### src/rtl/flick_cond_pkg.sv
`default_nettype none
// ============================================================================
// Module   : flick_cond_pkg
// Brief    : Shared state encoding and default timing constants for the
//            flick_conditioner push-button input stage.
// Revision : 1.0 - initial release
// ============================================================================
package flick_cond_pkg;

  // Conditioner states; flick is low in LOW/CONF_H and high in HIGH/CONF_L.
  typedef enum logic [1:0] {
    LOW    = 2'd0,
    CONF_H = 2'd1,
    HIGH   = 2'd2,
    CONF_L = 2'd3
  } flick_state_e;

  // Default timing used when the top is instantiated without overrides.
  localparam int c_def_sync_stages     = 2;
  localparam int c_def_debounce_cycles = 4;
  localparam int c_def_min_high_cycles = 8;

endpackage : flick_cond_pkg
`default_nettype wire

### src/rtl/flick_conditioner_sync_chain.sv
`default_nettype none
// ============================================================================
// Module   : sync_chain
// Brief    : Parameterised N-flop synchroniser for an asynchronous level.
//            Synchronous active-high reset clears every stage.
// Revision : 1.0 - initial release
// ============================================================================
module sync_chain #(
  parameter int STAGES = 2
) (
  input  logic clk,
  input  logic rst,
  input  logic d_i,
  output logic q_o
);

  logic [STAGES-1:0] sync_q;

  // Shift the raw level through the chain; bit 0 is the metastable-prone flop.
  always_ff @(posedge clk) begin
    if (rst) begin
      sync_q <= '0;
    end else begin
      sync_q <= {sync_q[STAGES-2:0], d_i};
    end
  end

  assign q_o = sync_q[STAGES-1];

endmodule : sync_chain
`default_nettype wire

### src/rtl/flick_conditioner.sv
`default_nettype none
// ============================================================================
// Module   : flick_conditioner
// Brief    : Synchronises, debounces and stretches a raw push-button into the
//            clean flick level consumed by bound_flasher. Also provides rise
//            and glitch strobes plus a saturating accepted-press counter.
// Revision : 1.0 - initial release
// ============================================================================
module flick_conditioner
  import flick_cond_pkg::*;
#(
  parameter int SYNC_STAGES     = c_def_sync_stages,
  parameter int DEBOUNCE_CYCLES = c_def_debounce_cycles,
  parameter int MIN_HIGH_CYCLES = c_def_min_high_cycles,
  parameter int CNT_W           = 8
) (
  input  logic             clk,
  input  logic             rst,
  input  logic             btn_raw,
  output logic             flick,
  output logic             flick_rise,
  output logic             glitch,
  output logic [CNT_W-1:0] press_cnt
);

  // Counter widths sized so the terminal value fits without wrapping.
  localparam int DB_W   = $clog2(DEBOUNCE_CYCLES + 1);
  localparam int HOLD_W = $clog2(MIN_HIGH_CYCLES + 1);

  // A confirmation completes when the counter already holds N-1 samples and
  // one more agreeing sample arrives.
  localparam logic [DB_W-1:0]   DB_ONE   = DB_W'(1);
  localparam logic [DB_W-1:0]   DB_DONE  = DB_W'(DEBOUNCE_CYCLES - 1);
  localparam logic [DB_W-1:0]   DB_FULL  = DB_W'(DEBOUNCE_CYCLES);
  localparam logic [HOLD_W-1:0] HOLD_MAX = HOLD_W'(MIN_HIGH_CYCLES);
  localparam logic [CNT_W-1:0]  CNT_ONE  = CNT_W'(1);

  logic             btn_s;

  flick_state_e     state_q,  state_d;
  logic [DB_W-1:0]  db_q,     db_d;
  logic [HOLD_W-1:0] hold_q,  hold_d;
  logic             flick_q,  flick_d;
  logic             rise_q,   rise_d;
  logic             glitch_q, glitch_d;
  logic [CNT_W-1:0] cnt_q,    cnt_d;

  sync_chain #(
    .STAGES (SYNC_STAGES)
  ) u_sync (
    .clk (clk),
    .rst (rst),
    .d_i (btn_raw),
    .q_o (btn_s)
  );

  // Next-state and registered-output decode for the debounce/stretch FSM.
  always_comb begin
    state_d  = state_q;
    db_d     = db_q;
    hold_d   = hold_q;
    flick_d  = flick_q;
    rise_d   = 1'b0;
    glitch_d = 1'b0;
    cnt_d    = cnt_q;

    case (state_q)
      LOW: begin
        flick_d = 1'b0;
        if (btn_s) begin
          state_d = CONF_H;
          db_d    = DB_ONE;
        end
      end

      CONF_H: begin
        if (btn_s) begin
          if (db_q >= DB_DONE) begin
            // Press accepted: raise flick and restart the stretch timer.
            state_d = HIGH;
            db_d    = DB_FULL;
            flick_d = 1'b1;
            rise_d  = 1'b1;
            hold_d  = '0;
            if (cnt_q != {CNT_W{1'b1}}) begin
              cnt_d = cnt_q + CNT_ONE;
            end
          end else begin
            db_d = db_q + DB_ONE;
          end
        end else begin
          state_d  = LOW;
          glitch_d = 1'b1;
        end
      end

      HIGH: begin
        flick_d = 1'b1;
        if (hold_q < HOLD_MAX) begin
          hold_d = hold_q + HOLD_W'(1);
        end
        // A release seen before the stretch expires is simply ignored.
        if (!btn_s && (hold_q >= HOLD_MAX)) begin
          state_d = CONF_L;
          db_d    = DB_ONE;
        end
      end

      CONF_L: begin
        flick_d = 1'b1;
        if (!btn_s) begin
          if (db_q >= DB_DONE) begin
            state_d = LOW;
            db_d    = DB_FULL;
            flick_d = 1'b0;
          end else begin
            db_d = db_q + DB_ONE;
          end
        end else begin
          // Release bounce: back to HIGH, hold stays saturated so the next
          // clean low sample restarts confirmation immediately.
          state_d  = HIGH;
          glitch_d = 1'b1;
        end
      end

      default: begin
        state_d = LOW;
        flick_d = 1'b0;
      end
    endcase
  end

  // State, counters and output registers; reset overrides everything.
  always_ff @(posedge clk) begin
    if (rst) begin
      state_q  <= LOW;
      db_q     <= '0;
      hold_q   <= '0;
      flick_q  <= 1'b0;
      rise_q   <= 1'b0;
      glitch_q <= 1'b0;
      cnt_q    <= '0;
    end else begin
      state_q  <= state_d;
      db_q     <= db_d;
      hold_q   <= hold_d;
      flick_q  <= flick_d;
      rise_q   <= rise_d;
      glitch_q <= glitch_d;
      cnt_q    <= cnt_d;
    end
  end

  assign flick      = flick_q;
  assign flick_rise = rise_q;
  assign glitch     = glitch_q;
  assign press_cnt  = cnt_q;

endmodule : flick_conditioner
`default_nettype wire

### config.mk
export PLATFORM = sky130hd
export DESIGN_NAME = flick_conditioner
export DESIGN_NICKNAME = d
export VERILOG_FILES = /design/src/rtl/flick_cond_pkg.sv /design/src/rtl/flick_conditioner_sync_chain.sv /design/src/rtl/flick_conditioner.sv
export SDC_FILE = /design/constraint.sdc
export NUM_CORES = 1
export LEC_CHECK = 0
export BUFFER_PORTS_ARGS = -buffer_cell sky130_fd_sc_hd__clkbuf_2
export CAP_MARGIN = 10
export CORE_MARGIN = 5
export CORE_UTILIZATION = 35
export DETAILED_ROUTE_END_ITERATION = 10
export MAX_ROUTING_LAYER = met4
export PLACE_DENSITY = 0.52
export SLEW_MARGIN = 20
export SYNTH_ARGS = -nofsm -noshare
export SYNTH_HDL_FRONTEND = slang
export SYNTH_HIERARCHICAL = 1
export SYNTH_SLANG_ARGS = --single-unit
### constraint.sdc
create_clock -name clk -period 3.4 [get_ports clk]
set_clock_uncertainty 0.15 [all_clocks]
set_input_delay 1.02 -clock clk [delete_from_list [all_inputs] [get_ports clk]]
set_output_delay 1.02 -clock clk [all_outputs]
set_load 0.05 [all_outputs]
==> results of run 1 <==
-- layer usage --
layer	track usage	share of wire	vias to the layer above
li1	-	-	503
met1	0.1658	0.50	475
met2	0.1859	0.45	17
met3	0.03890	0.042	2
met4	0.02920	0.0074	0
met5	-	0	-
-- sequential cells by signal, indices dropped and copies added, names as in the netlist, named ones only --
signal	flops
db_q	3
state_q	1
glitch	1
press_cnt	8
u_sync/sync_q	2
hold_q	4
flick_rise	1
flick	1
-- worst paths after layout --
| check | end | depth (start not counted) | start | slack, ns |
|---|---|---|---|---|
| max | press_cnt[2] | 1 | press_cnt[2] | 1.13 |
| min | u_sync/sync_q[1] | 1 | u_sync/sync_q[0] | 0.31 |
| max reg2reg | press_cnt[7] | 6 | flip-flop | 1.34 |
| min reg2reg | u_sync/sync_q[1] | 1 | u_sync/sync_q[0] | 0.31 |
-- synth_stat cells, drive strengths merged --
library cell,number
a211o,1
a21oi,10
nor3,4
o31ai,3
and2,3
o211ai,1
buf,3
o21ai,4
mux2,2
xor2,1
a211oi,6
o211a,1
and3,2
a221oi,1
or3,2
a31oi,1
o41ai,1
o311ai,1
or4,3
o221a,1
nand2b,2
mux2i,3
a21o,1
ha,9
clkbuf,1
nor2b,3
and4,2
nand3,3
a41oi,1
nand4,2
nand4b,1
nor2,9
inv,9
a41o,1
or3b,1
o221ai,1
dfxtp,22
a22oi,1
nand2,4
-- layout by cell type, fill, tap and decap left out, types with 3 or more instances in the layout --
| master | Yosys | layout |
|---|---|---|
| mux2i_1 | 3 | 3 |
| clkbuf_4 | 0 | 3 |
| o31ai_1 | 3 | 3 |
| nand2_1 | 3 | 3 |
| nor3_1 | 4 | 4 |
| nor2_1 | 9 | 9 |
| nand3_1 | 3 | 3 |
| ha_1 | 9 | 9 |
| o21ai_0 | 4 | 4 |
| a21oi_1 | 10 | 10 |
| dfxtp_1 | 22 | 22 |
| clkbuf_2 | 0 | 13 |
| inv_1 | 9 | 9 |
| nor2b_1 | 3 | 3 |
| a211oi_1 | 4 | 4 |
| or4_1 | 3 | 3 |
-- power breakdown --
part	internal, mW	total [mW]	leakage (nW)	switching, mW
Combinational	0.0309	0.0783	0.322	0.0475
Sequential	0.265	0.274	0.178	0.00868
Clock	0.0654	0.144	0.0210	0.0784
Total	0.362	0.496	0.522	0.135
-- cells by family (layout without fill, tap and decap cells) --
kind of cell,count (synthesis),in the layout,synth area share
AOI/OAI and AO/OA,36,36,0.2480
buffers and inverters,13,26,0.04751
and+or+nand+nor,41,41,0.1942
DFF,22,22,0.3636
xor gates and xnor gates,1,1,0.007233
muxes,5,5,0.04648
adders and majority gates,9,9,0.09298
-- area by class of cell --
type | count | area [um^2]
Timing Repair Buffer | 13 | 65.06
Multi-Input combinational cell | 92 | 713.2
Tap cell | 46 | 57.56
Fill cell | 353 | 1991
Sequential cell | 22 | 440.4
Inverter | 9 | 33.78
Clock buffer | 4 | 36.28
-- stage by stage --
stage / power, mW / setup slack, ns
floorplan: 0.3445 / 1.491
CTS: 0.5022 / 1.118
finish: 0.4963 / 1.127
detailed placement: 0.3580 / 1.234
global placement: 0.3570 / 1.294
global route: 0.5272 / 1.049
==> results.tsv, run 1 <==
metric	value	unit
DIE AREA	4737	um^2
Synth area leaders	dfxtp_1, ha_1, a21oi_1	
clock sinks	22	
syn_area_per_cell	9.537	um^2
cell area after layout	1346	um^2
GPL Wtd Cong	0.7431	
LEAKAGE	0.5217	nW
max cap viols	0	
area share of the largest cell type after synthesis	0.3636	
unrepaired setup endpoints after global routing	no	
routed length per placed instance	13.06	um
post-synth cell types	46	
Crit Path Category	reg -> out	
TritonCTS clock tree	yes	
#FFs+latches synth	22	
DP HPWL	1834	um
Power per Cell Area	368.6	nW/um^2
Area after DPL	1310	um^2
share of cells above drive strength 1	0.1929	
DRC viols	0	
setup repair bufs after CTS	0	
Worst-path clk slew	0.13	ns
H-tree depth	1	
setup TNS	0	ns
fin cells	186	
Final Hold Viols	0	
VDD IR-drop max	0.0001516	V
ant diodes	0	
Starting Density	0.3630	
total grt overflow	0	
std cell rows	21	
Crit Path Max Fanout	7	
IO Count	14	
register area share after synthesis	0.3636	
syn_nets	139	
Post-CTS Hold Fix Bufs	0	
initial antenna violation count	0	
router iterations before antenna repair	4	
synth warn	6	
cts bufs inserted	3	
count of input and output buffers	13	
Synth-to-Final Area Change	11.16	%
Worst Max-Slew Pin Slew	0.5198	ns
Worst Setup End Kind	output pin	
Yosys top cell by area	dfxtp_1	
CTS resizes	0	
Final ANT Viol Nets	0	
Final min period	2.273	ns
total wire length	2430	um
Core Util, Final	0.4035	
Vias	997	
Die Y	68.83	um
fin crit share	0.6684	
setup violators final	0	
Worst path top cell family by delay	flip-flops	
outcome	completed	
slowest cell delay on critical path	0.47	ns
Worst Setup Start Kind	flip-flop	
core area	3337	um^2
Placed Instances	182	
nets	153	
worst-path cell with the longest stage delay	dfxtp_1	
Vias/cell	5.360	
pin count of the biggest net entering global routing	17	
Global Route Usage Sum	0.1250	
Fmax	440.0	MHz
first-pass GRT wire length	4340	um
worst skew pair latency	0.31	ns
CP cell instances	clkbuf_2	
die width	68.83	um
Slew HR	0.6528	
WP data required	2.23	ns
clock buffer depth	2	
Buffers & Inverters on Critical Path	1	
Synth Instances	127	
worst hold slack	0.3083	ns
vias in the first global route	921	
Pins Over Slew Limit	0	
First DRT Iteration DRCs	75	
Cell Area, Synth	1211	um^2
type of the most critical hold path	reg -> reg	
Worst EP arrival	1.10	ns
CTS root buf	clkbuf_4	
No activity file was read; power rests on OpenSTA's default activity.
==> run 2, diff against run 1 <==
Settings changed: ABC_AREA set to 1.
Clock period 3.4 ns to 2.1 ns, I/O delays scaled along.
==> results.tsv, run 2 <==
metric	value	unit	change
type of the most critical hold path	reg -> reg		
Synth Area in Simple Gates	0.3576		+0.1633
Vias	1138		+14%
clock sinks	22		unchanged
Vias/cell	4.498		-16%
CTS root buf	clkbuf_8		
max FFs per register	8		unchanged
core area	3633	um^2	+8.9%
Final min period	1.854	ns	
Starting Density	0.3602		-0.002762
Area after DPL	1426	um^2	+8.9%
CTS resizes	0		unchanged
setup repair bufs after CTS	0		unchanged
Final ANT Viol Nets	0		unchanged
Slew HR	0.7103		+0.05744
H-tree depth	1		unchanged
main combinational cell family by area after synthesis	simple AND/OR/NAND/NOR gates		
worst skew pair latency	0.26	ns	-0.05 ns
Synth Area in XOR/XNOR	0.01338		+0.006153
syn_nets	201		+45%
GPL Wtd Cong	0.7993		+7.6%
unrepaired setup endpoints after global routing	no		
CP cell instances	clkbuf_2		
DP HPWL	2054	um	+12%
DIE AREA	5062	um^2	+6.9%
Crit Path Max Fanout	7		unchanged
First DRT Iteration DRCs	50		-33%
Crit Path Category	reg -> out		
Synth area leaders	dfxtp_1, nand2_1, ha_1		
Final Hold Viols	0		unchanged
Pins Over Slew Limit	0		unchanged
vias in the first global route	1093		+19%
#FFs+latches synth	22		unchanged
post-synth cell types	27		-41%
Cell Area, Synth	1309	um^2	+8.1%
setup violators final	0		unchanged
Compound-Gate Fraction of Synth Area	0.1147		-0.1332
most common cell in the synthesized netlist	nand2_1		
Worst path top cell family by delay	flip-flops		
total wire length	2679	um	+10%
synth cell count leaders	nand2_1, inv_1, dfxtp_1		
syn_area_per_cell	6.925	um^2	-27%
slowest cell delay on critical path	0.48	ns	about the same
Worst Setup End Kind	output pin		
cell area after layout	1481	um^2	+10%
Yosys top cell by area	dfxtp_1		
outcome	completed		
most frequent cells in the layout	nand2_1, inv_1, dfxtp_1, nor2_1, a21oi_1		
fillers	394		+12%
initial antenna violation count	0		unchanged
max cap viols	0		unchanged
total grt overflow	0		unchanged
Global Route Usage Sum	0.1188		-0.006188
worst hold slack	0.2619	ns	-0.04642 ns
count of input and output buffers	13		unchanged
Buffers & Inverters on Critical Path	1		unchanged
share of cells above drive strength 1	0.1805		-0.01237
register area share after synthesis	0.3365		-0.02712
ys flop type	dfxtp_1		
area share of the largest cell type after synthesis	0.3365		-0.02712
LEAKAGE	0.6786	nW	+30%
first-pass GRT wire length	4802	um	+11%
Post-CTS Hold Fix Bufs	0		unchanged
setup TNS	0	ns	unchanged
cts bufs inserted	3		unchanged
pin count of the biggest net entering global routing	13		-4
Synth-to-Final Area Change	13.19	%	
most common cell after layout, fill and taps aside	nand2_1		
die width	71.15	um	+3.4%
synth warn	6		unchanged
number of synthesized flops with an enable pin	0		unchanged
Worst Max-Slew Pin Slew	0.4340	ns	-0.08579 ns
post-synthesis adder-cell area fraction	0.08604		-0.006933
worst-path cell with the longest stage delay	dfxtp_1		
Power per Cell Area	983.7	nW/um^2	+170%
Die Y	71.15	um	+3.4%
DRC viols	0		unchanged
nets	218		+42%
mux cell area share after synthesis	0		-0.04649
clock buffer depth	2		unchanged
Total Power	1.457	mW	+190%
Post-synth ARST share	0		unchanged
WP data required	1.32	ns	-0.91 ns
Worst-path clk slew	0.08	ns	-0.05 ns
Fmax	539.3	MHz	
Synth Instances	189		+49%
Worst EP arrival	1.07	ns	-0.03 ns
ant diodes	0		unchanged
std cell rows	22		+4.8%
fin crit share	0.8830		
Worst Setup Start Kind	flip-flop		
TritonCTS clock tree	yes		
VDD IR-drop max	0.0003846	V	+150%
router iterations before antenna repair	4		unchanged
IO Count	14		unchanged
routed length per placed instance	10.59	um	-19%
==> run 2: cell count changes in the layout (fill, tap and decap cells not counted), moves of 4 or more <==
cell | previous run | this run
a21oi_1 | 10 | 15
nand3_1 | 3 | 11
a211oi_1 | 4 | 0
inv_1 | 9 | 23
nor2_1 | 9 | 20
inv_2 | 0 | 4
nand2_1 | 3 | 55
==> run 2: logic make-up (layout without fill, tap and decap cells) <==
kind of cell	Yosys count	in the layout
adder cells (fa/ha/maj)	9	9
AO/OA/AOI/OAI	25	25
XOR/XNOR	2	2
AND/OR/NAND/NOR	101	101
buffers and inverters	30	46
flip-flops	22	22
==> run 2: final timing paths <==
kind	slack (ns)	endpoint	cells after the start	startpoint
max reg2reg	0.44	hold_q[1]	10	db_q[0]
max	0.25	press_cnt[5]	1	press_cnt[5]
min reg2reg	0.26	u_sync/sync_q[1]	2	u_sync/sync_q[0]
min	0.26	u_sync/sync_q[1]	2	u_sync/sync_q[0]
==> run 2: through the flow <==
stage	worst slack [ns]	std cells	util
finish	0.2458	253	0.4077
CTS	0.2724	253	0.4077
global route	0.2156	253	0.4077
detailed placement	0.4493	249	0.3926
global placement	0.4921	249	0.3926
floorplan	0.3577	189	-
==> run 2: area by class of cell <==
class	instances	area [um^2]	share of cell area
Multi-Input combinational cell	137	748.2	0.5051
Sequential cell	22	440.4	0.2973
Inverter	28	105.1	0.07095
Timing Repair Buffer	14	72.57	0.04899
Tap cell	48	60.06	0.04054
Clock buffer	4	55.05	0.03716
==> run 2: report_power, final <==
| group | internal [mW] | switching, mW | total, mW |
|---|---|---|---|
| Combinational | 0.208 | 0.395 | 0.603 |
| Clock | 0.167 | 0.143 | 0.310 |
| Sequential | 0.488 | 0.0557 | 0.543 |
| Total | 0.864 | 0.594 | 1.46 |
==> run 2: per-layer routing <==
metal	global-route usage	wire length, um	share of wire	vias up
met2	0.1816	1188	0.44	12
met5	-	0	0	-
met4	0.05010	49	0.018	0
li1	-	-	-	619
met3	0.02131	60	0.022	5
met1	0.1530	1379	0.51	502
